## src/rtl/sync_fifo.sv

```systemverilog
// Single-clock FIFO with registered read data, per-request handshake pulses
// (write acknowledge, overflow, underflow) and count-derived level flags.
`timescale 1ns/1ps
module sync_fifo #(
    parameter int FIFO_WIDTH = 16,
    parameter int FIFO_DEPTH = 8    // power of two, >= 4, so pointers wrap naturally
) (
    input  logic                  clk,
    input  logic                  rst,
    input  logic [FIFO_WIDTH-1:0] data_in,
    input  logic                  wr_en,
    input  logic                  rd_en,
    output logic [FIFO_WIDTH-1:0] data_out,
    output logic                  wr_ack,
    output logic                  overflow,
    output logic                  underflow,
    output logic                  full,
    output logic                  empty,
    output logic                  almostfull,
    output logic                  almostempty
);

    localparam int AW = $clog2(FIFO_DEPTH);
    localparam int CW = AW + 1;

    logic [FIFO_WIDTH-1:0] mem [FIFO_DEPTH];

    logic [AW-1:0]         wr_ptr_q,    wr_ptr_d;
    logic [AW-1:0]         rd_ptr_q,    rd_ptr_d;
    logic [CW-1:0]         count_q,     count_d;
    logic [FIFO_WIDTH-1:0] data_out_q,  data_out_d;
    logic                  wr_ack_q,    wr_ack_d;
    logic                  overflow_q,  overflow_d;
    logic                  underflow_q, underflow_d;

    logic                  wr_accept;
    logic                  rd_accept;

    // Level flags come straight from the registered count, so they move in
    // the same cycle as count with no extra register stage.
    assign full        = (count_q == CW'(FIFO_DEPTH));
    assign empty       = (count_q == '0);
    assign almostfull  = (count_q == CW'(FIFO_DEPTH - 1));
    assign almostempty = (count_q == CW'(1));

    // A write into a full FIFO and a read from an empty one are rejected;
    // everything else (including simultaneous read and write) is accepted.
    assign wr_accept = wr_en & ~full;
    assign rd_accept = rd_en & ~empty;

    assign data_out  = data_out_q;
    assign wr_ack    = wr_ack_q;
    assign overflow  = overflow_q;
    assign underflow = underflow_q;

    // Next-state for pointers, count, read data and the per-request pulses.
    always_comb begin
        wr_ptr_d    = wr_ptr_q;
        rd_ptr_d    = rd_ptr_q;
        count_d     = count_q;
        data_out_d  = data_out_q;
        wr_ack_d    = wr_accept;
        overflow_d  = wr_en & full;
        underflow_d = rd_en & empty;

        if (wr_accept) begin
            wr_ptr_d = wr_ptr_q + AW'(1);
        end
        if (rd_accept) begin
            rd_ptr_d   = rd_ptr_q + AW'(1);
            data_out_d = mem[rd_ptr_q];
        end

        case ({wr_accept, rd_accept})
            2'b10:   count_d = count_q + CW'(1);
            2'b01:   count_d = count_q - CW'(1);
            default: count_d = count_q;
        endcase
    end

    // Control and output registers; reset discards queued data at once.
    always_ff @(posedge clk or posedge rst) begin
        if (rst) begin
            wr_ptr_q    <= '0;
            rd_ptr_q    <= '0;
            count_q     <= '0;
            data_out_q  <= '0;
            wr_ack_q    <= 1'b0;
            overflow_q  <= 1'b0;
            underflow_q <= 1'b0;
        end else begin
            wr_ptr_q    <= wr_ptr_d;
            rd_ptr_q    <= rd_ptr_d;
            count_q     <= count_d;
            data_out_q  <= data_out_d;
            wr_ack_q    <= wr_ack_d;
            overflow_q  <= overflow_d;
            underflow_q <= underflow_d;
        end
    end

    // Storage array, never cleared; stale words cannot be read once count is zero.
    always_ff @(posedge clk) begin
        if (wr_accept && !rst) begin
            mem[wr_ptr_q] <= data_in;
        end
    end

endmodule

```

## config.mk

```make
export PLATFORM = sky130hd
export DESIGN_NAME = sync_fifo
export DESIGN_NICKNAME = d
export VERILOG_FILES = /design/src/rtl/sync_fifo.sv
export SDC_FILE = /design/constraint.sdc
export NUM_CORES = 1
export LEC_CHECK = 0
export BUFFER_PORTS_ARGS = -buffer_cell sky130_fd_sc_hd__buf_2
export CORE_MARGIN = 4
export CORE_UTILIZATION = 29
export CTS_BUF_LIST = sky130_fd_sc_hd__clkbuf_4
export DETAILED_ROUTE_END_ITERATION = 8
export GPL_ROUTABILITY_DRIVEN = 1
export GPL_TIMING_DRIVEN = 1
export PLACE_DENSITY = 0.52
export SLEW_MARGIN = 5
export SYNTH_ARGS = -nofsm -noshare
export SYNTH_HDL_FRONTEND = slang
export SYNTH_SLANG_ARGS = --single-unit
```

## constraint.sdc

```tcl
create_clock -name clk -period 4.1 [get_ports clk]
set_input_delay 0.41 -clock clk [delete_from_list [all_inputs] [get_ports clk]]
set_output_delay 0.41 -clock clk [all_outputs]
set_load 0.02 [all_outputs]
```

==> metrics.txt <==
# TYPE chip_impl_metric gauge
chip_impl_metric{name="stdcell_count",unit=""} 706
chip_impl_metric{name="power.clock.fraction",unit=""} 0.230
chip_impl_info{name="critPathKind",value="reg2out"} 1
chip_impl_metric{name="report.final.setup_viol",unit=""} 0
chip_impl_metric{name="syn_inst",unit=""} 362
chip_impl_metric{name="post-route-period-util",unit=""} 0.5916
chip_impl_metric{name="worst-r2r-setup-slack",unit="ns"} 1.86
chip_impl_metric{name="finalClockSkew",unit="ns"} 0.01818
chip_impl_metric{name="portBuffers",unit=""} 42
chip_impl_metric{name="timing_max_transition_violations_final",unit=""} 0
chip_impl_info{name="synth_top_flop_cell",value="edfxtp_1"} 1
chip_impl_metric{name="post_route_cells_drive_above_1_share",unit=""} 0.3070
chip_impl_metric{name="synth-warning-count",unit=""} 0
chip_impl_metric{name="grt_remaining_overflow",unit=""} 0
chip_impl_metric{name="drc",unit=""} 0
chip_impl_metric{name="cts_setup_buffers",unit=""} 0
chip_impl_metric{name="critical_path.max_fanout",unit=""} 19
chip_impl_metric{name="start_util",unit=""} 0.2968
chip_impl_metric{name="grt_pass1_vias",unit=""} 3561
chip_impl_info{name="post_synth_most_frequent_cells",value="edfxtp_1 (128), mux2i_1 (33), dfrtp_1 (29), mux2_2 (23), o21ai_0 (17)"} 1
chip_impl_info{name="yosys.cell_count.top_type",value="edfxtp_1"} 1
chip_impl_metric{name="clk_latency",unit="ns"} 0.54
chip_impl_metric{name="synth_top_area_share",unit=""} 0.6103
chip_impl_metric{name="area_growth_syn_to_layout",unit="%"} 14.28
chip_impl_metric{name="grt_pass1_wl",unit="um"} 21070
chip_impl_metric{name="slew-limit-headroom",unit=""} 0.3200
chip_impl_metric{name="worst-endpoint-required",unit="ns"} 3.69
chip_impl_metric{name="post_synth.cell_area_avg",unit="um^2"} 17.40
chip_impl_info{name="yosys.area.top_type",value="edfxtp_1"} 1
chip_impl_metric{name="fin_nets",unit=""} 443
chip_impl_metric{name="vdd_ir_drop_max",unit="mV"} 0.2287
chip_impl_metric{name="cts_made_buffers",unit=""} 17
chip_impl_metric{name="dpl.cell_count",unit=""} 673
chip_impl_metric{name="pwr-share-seq",unit=""} 0.458
chip_impl_metric{name="netlist-cell-type-count",unit=""} 31
chip_impl_metric{name="power.share.switching",unit=""} 0.3339
chip_impl_metric{name="fin_tns_setup",unit="ns"} 0
chip_impl_metric{name="grt_start_max_net_pins",unit=""} 42
chip_impl_metric{name="drt.antenna.violating_nets",unit=""} 0
chip_impl_metric{name="die_h",unit="um"} 155.4
chip_impl_metric{name="synth_enable_flop_cells",unit=""} 128
chip_impl_metric{name="power.combinational.fraction",unit=""} 0.311
chip_impl_metric{name="power.internal",unit="mW"} 3.154
chip_impl_metric{name="syn_nets",unit=""} 388
chip_impl_metric{name="ctsHtreeMaxLevel",unit=""} 4
chip_impl_metric{name="die-width",unit="um"} 155.4
chip_impl_metric{name="switching_power",unit="mW"} 1.581
chip_impl_metric{name="cts_hold_repair.buffers",unit=""} 0
chip_impl_metric{name="timing.final.hold_violations",unit=""} 0
chip_impl_metric{name="vias",unit=""} 3348
chip_impl_metric{name="cts_sinks",unit=""} 157
chip_impl_metric{name="synthesis.area",unit="mm^2"} 0.006299
chip_impl_metric{name="final_cell_area",unit="mm^2"} 0.007198
chip_impl_metric{name="utilization",unit=""} 0.3392
chip_impl_metric{name="placed_wire_length_estimate_after_detailed_placement",unit="um"} 7917
chip_impl_metric{name="grt_antenna_before_repair",unit=""} 1
chip_impl_metric{name="synth-seq-area-share",unit=""} 0.7255
chip_impl_metric{name="placementRows",unit=""} 53
chip_impl_metric{name="register_bit_total_from_synthesis",unit=""} 157
chip_impl_info{name="yosys-top-cells-area",value="edfxtp_1 (61%), dfrtp_1 (12%), mux2i_1 (5.2%), mux2_2 (4.1%), o31ai_2 (3.2%)"} 1
chip_impl_metric{name="wl",unit="um"} 13900
chip_impl_metric{name="finalCriticalPeriod",unit="ns"} 2.425
chip_impl_metric{name="cap_violations",unit=""} 0
chip_impl_metric{name="total_leakage_power",unit="nW"} 2.585
chip_impl_metric{name="via_per_inst",unit=""} 4.742
chip_impl_metric{name="place_ws",unit="ns"} 1.880
chip_impl_metric{name="groute.usage.overall",unit=""} 0.1187
chip_impl_metric{name="worst_slew_pin_slew",unit="ns"} 1.020
chip_impl_metric{name="die-area",unit="mm^2"} 0.02414
chip_impl_metric{name="fin_ws",unit="ns"} 1.675
chip_impl_info{name="tritoncts",value="built"} 1
chip_impl_info{name="reg2reg_from",value="count_q[0]$_DFFE_PP0P_"} 1
chip_impl_info{name="r2r_end",value="count_q[3]$_DFFE_PP0P_"} 1
chip_impl_metric{name="power.density_cell_area",unit="mW/mm^2"} 657.7
chip_impl_metric{name="synth_async_sr_flop_share",unit=""} 0.1847
chip_impl_metric{name="clock_tree.buffer_depth",unit=""} 2
chip_impl_info{name="status",value="completed"} 1
chip_impl_info{name="worst_setup_path_startpoint",value="count_q[0]$_DFFE_PP0P_"} 1
chip_impl_info{name="cts_root_buf",value="clkbuf_4"} 1
chip_impl_info{name="min_path_type",value="in2async"} 1
chip_impl_info{name="unrepaired_setup_endpoints_after_global_routing",value="false"} 1
chip_impl_metric{name="ff2ff_path_depth",unit=""} 8
chip_impl_metric{name="post_dp_cell_area",unit="mm^2"} 0.006850
chip_impl_metric{name="worst_path_arrival",unit="ns"} 2.02
chip_impl_metric{name="place.gp.congestion",unit=""} 0.6912
chip_impl_info{name="worst_setup_path_end_kind",value="primary output"} 1
chip_impl_metric{name="post_cts.resized_instances",unit=""} 0
chip_impl_metric{name="clk_pin_slew_worst_paths",unit="ns"} 0.13
chip_impl_info{name="start_kind",value="flop"} 1
chip_impl_metric{name="max_freq",unit="MHz"} 412.3
chip_impl_metric{name="n_fill_cell",unit=""} 2073
chip_impl_metric{name="first_pass_iters",unit=""} 6
chip_impl_metric{name="routedWlPerCell",unit="um"} 19.69
chip_impl_metric{name="initialDrtViolationCount",unit=""} 167
chip_impl_metric{name="placeableCoreArea",unit="mm^2"} 0.02122
chip_impl_metric{name="floorplan.io_pins",unit=""} 43
chip_impl_info{name="timing.critical_path.to",value="empty"} 1
critical path, cell delays in order (launching register included):
cell     delay, ns
dfrtp_1       0.46
inv_1         0.08
ha_1          0.19
nor3b_2       0.18
buf_4         0.32
buf_2         0.23
through the flow:
stage / power [mW] / hold WS (ns)
floorplan: 3.267 / 0.4846
global placement: 3.666 / 0.5147
detailed placement: 3.712 / 0.5210
CTS: 4.799 / 0.008440
global route: 5.009 / 0.008702
finish: 4.734 / 0.04959
power groups by stage:
| stage | Sequential, mW | Clock (mW) | Combinational, mW |
|---|---|---|---|
| 3_3_place_gp | 2.20 | 0 | 1.47 |
| 6_report | 2.17 | 1.09 | 1.47 |
| 3_5_place_dp | 2.21 | 0 | 1.50 |
| 5_1_grt | 2.20 | 1.20 | 1.61 |
| 2_1_floorplan | 2.21 | 0 | 1.05 |
| 4_1_cts | 2.17 | 1.12 | 1.50 |
registers in the layout (all words and copies together) (netlist names):
register and count:
wr_ack 1, mem 128, underflow 1, count_q 4
overflow 1, rd_ptr_q 3, data_out 16, wr_ptr_q 3
worst min-delay path by stage:
stage / endpoint / slack, ns / startpoint / cells after the start
floorplan: wr_ptr_q[0]$_DFFE_PP0P_ / 0.48 / wr_ptr_q[0]$_DFFE_PP0P_ / 1
global placement: wr_ptr_q[0]$_DFFE_PP0P_ / 0.51 / wr_ptr_q[0]$_DFFE_PP0P_ / 1
detailed placement: wr_ptr_q[0]$_DFFE_PP0P_ / 0.52 / wr_ptr_q[0]$_DFFE_PP0P_ / 1
CTS: rd_ptr_q[1]$_DFFE_PP0P_ / 0.008 / rst / 3
global route: rd_ptr_q[1]$_DFFE_PP0P_ / 0.009 / rst / 3
finish: rd_ptr_q[1]$_DFFE_PP0P_ / 0.05 / rst / 3
cell usage in the layout, fill, tap and decap left out, drive strengths merged, types with 8 or more instances in the layout:
| master | Yosys | layout |
|---|---|---|
| dfrtp | 29 | 29 |
| o21ai | 17 | 17 |
| inv | 7 | 8 |
| buf | 15 | 54 |
| o31ai | 16 | 16 |
| mux2 | 34 | 34 |
| nor2 | 10 | 10 |
| o22ai | 16 | 16 |
| clkbuf | 3 | 20 |
| a22o | 16 | 16 |
| edfxtp | 128 | 128 |
| mux2i | 33 | 33 |
cells by family after synthesis:
group                    count (synthesis)  synth area share
XOR/XNOR                                 8           0.01112
flip-flops                             157            0.7255
multiplexers                            67            0.1132
AND/OR/NAND/NOR                         33           0.02880
buffers and inverters                   25           0.02463
AO/OA/AOI/OAI                           66           0.08482
adder cells (fa/ha/maj)                  6           0.01192
metal layers:
layer / share of wire / GRT usage / vias up / wire length [um]
met5: 0 / 0 / - / 0
met4: 0.017 / 0.04168 / 0 / 242
met3: 0.044 / 0.03366 / 16 / 608
met2: 0.49 / 0.1953 / 80 / 6807
met1: 0.45 / 0.1500 / 1733 / 6245
li1: - / - / 1519 / -
area by class of cell:
cell class,count,area (um^2),share of cell area
flip-flops and latches,157,4571,0.6350
multi-input cells,180,1597,0.2218
well taps,275,344.1,0.04780
repair buffers,54,312.8,0.04346
clock inverters,12,195.2,0.02712
clock buffers,20,150.1,0.02086
inverters,7,26.28,0.003650
diodes,1,2.502,0.0003476
Power figures use the tool's default switching activity.
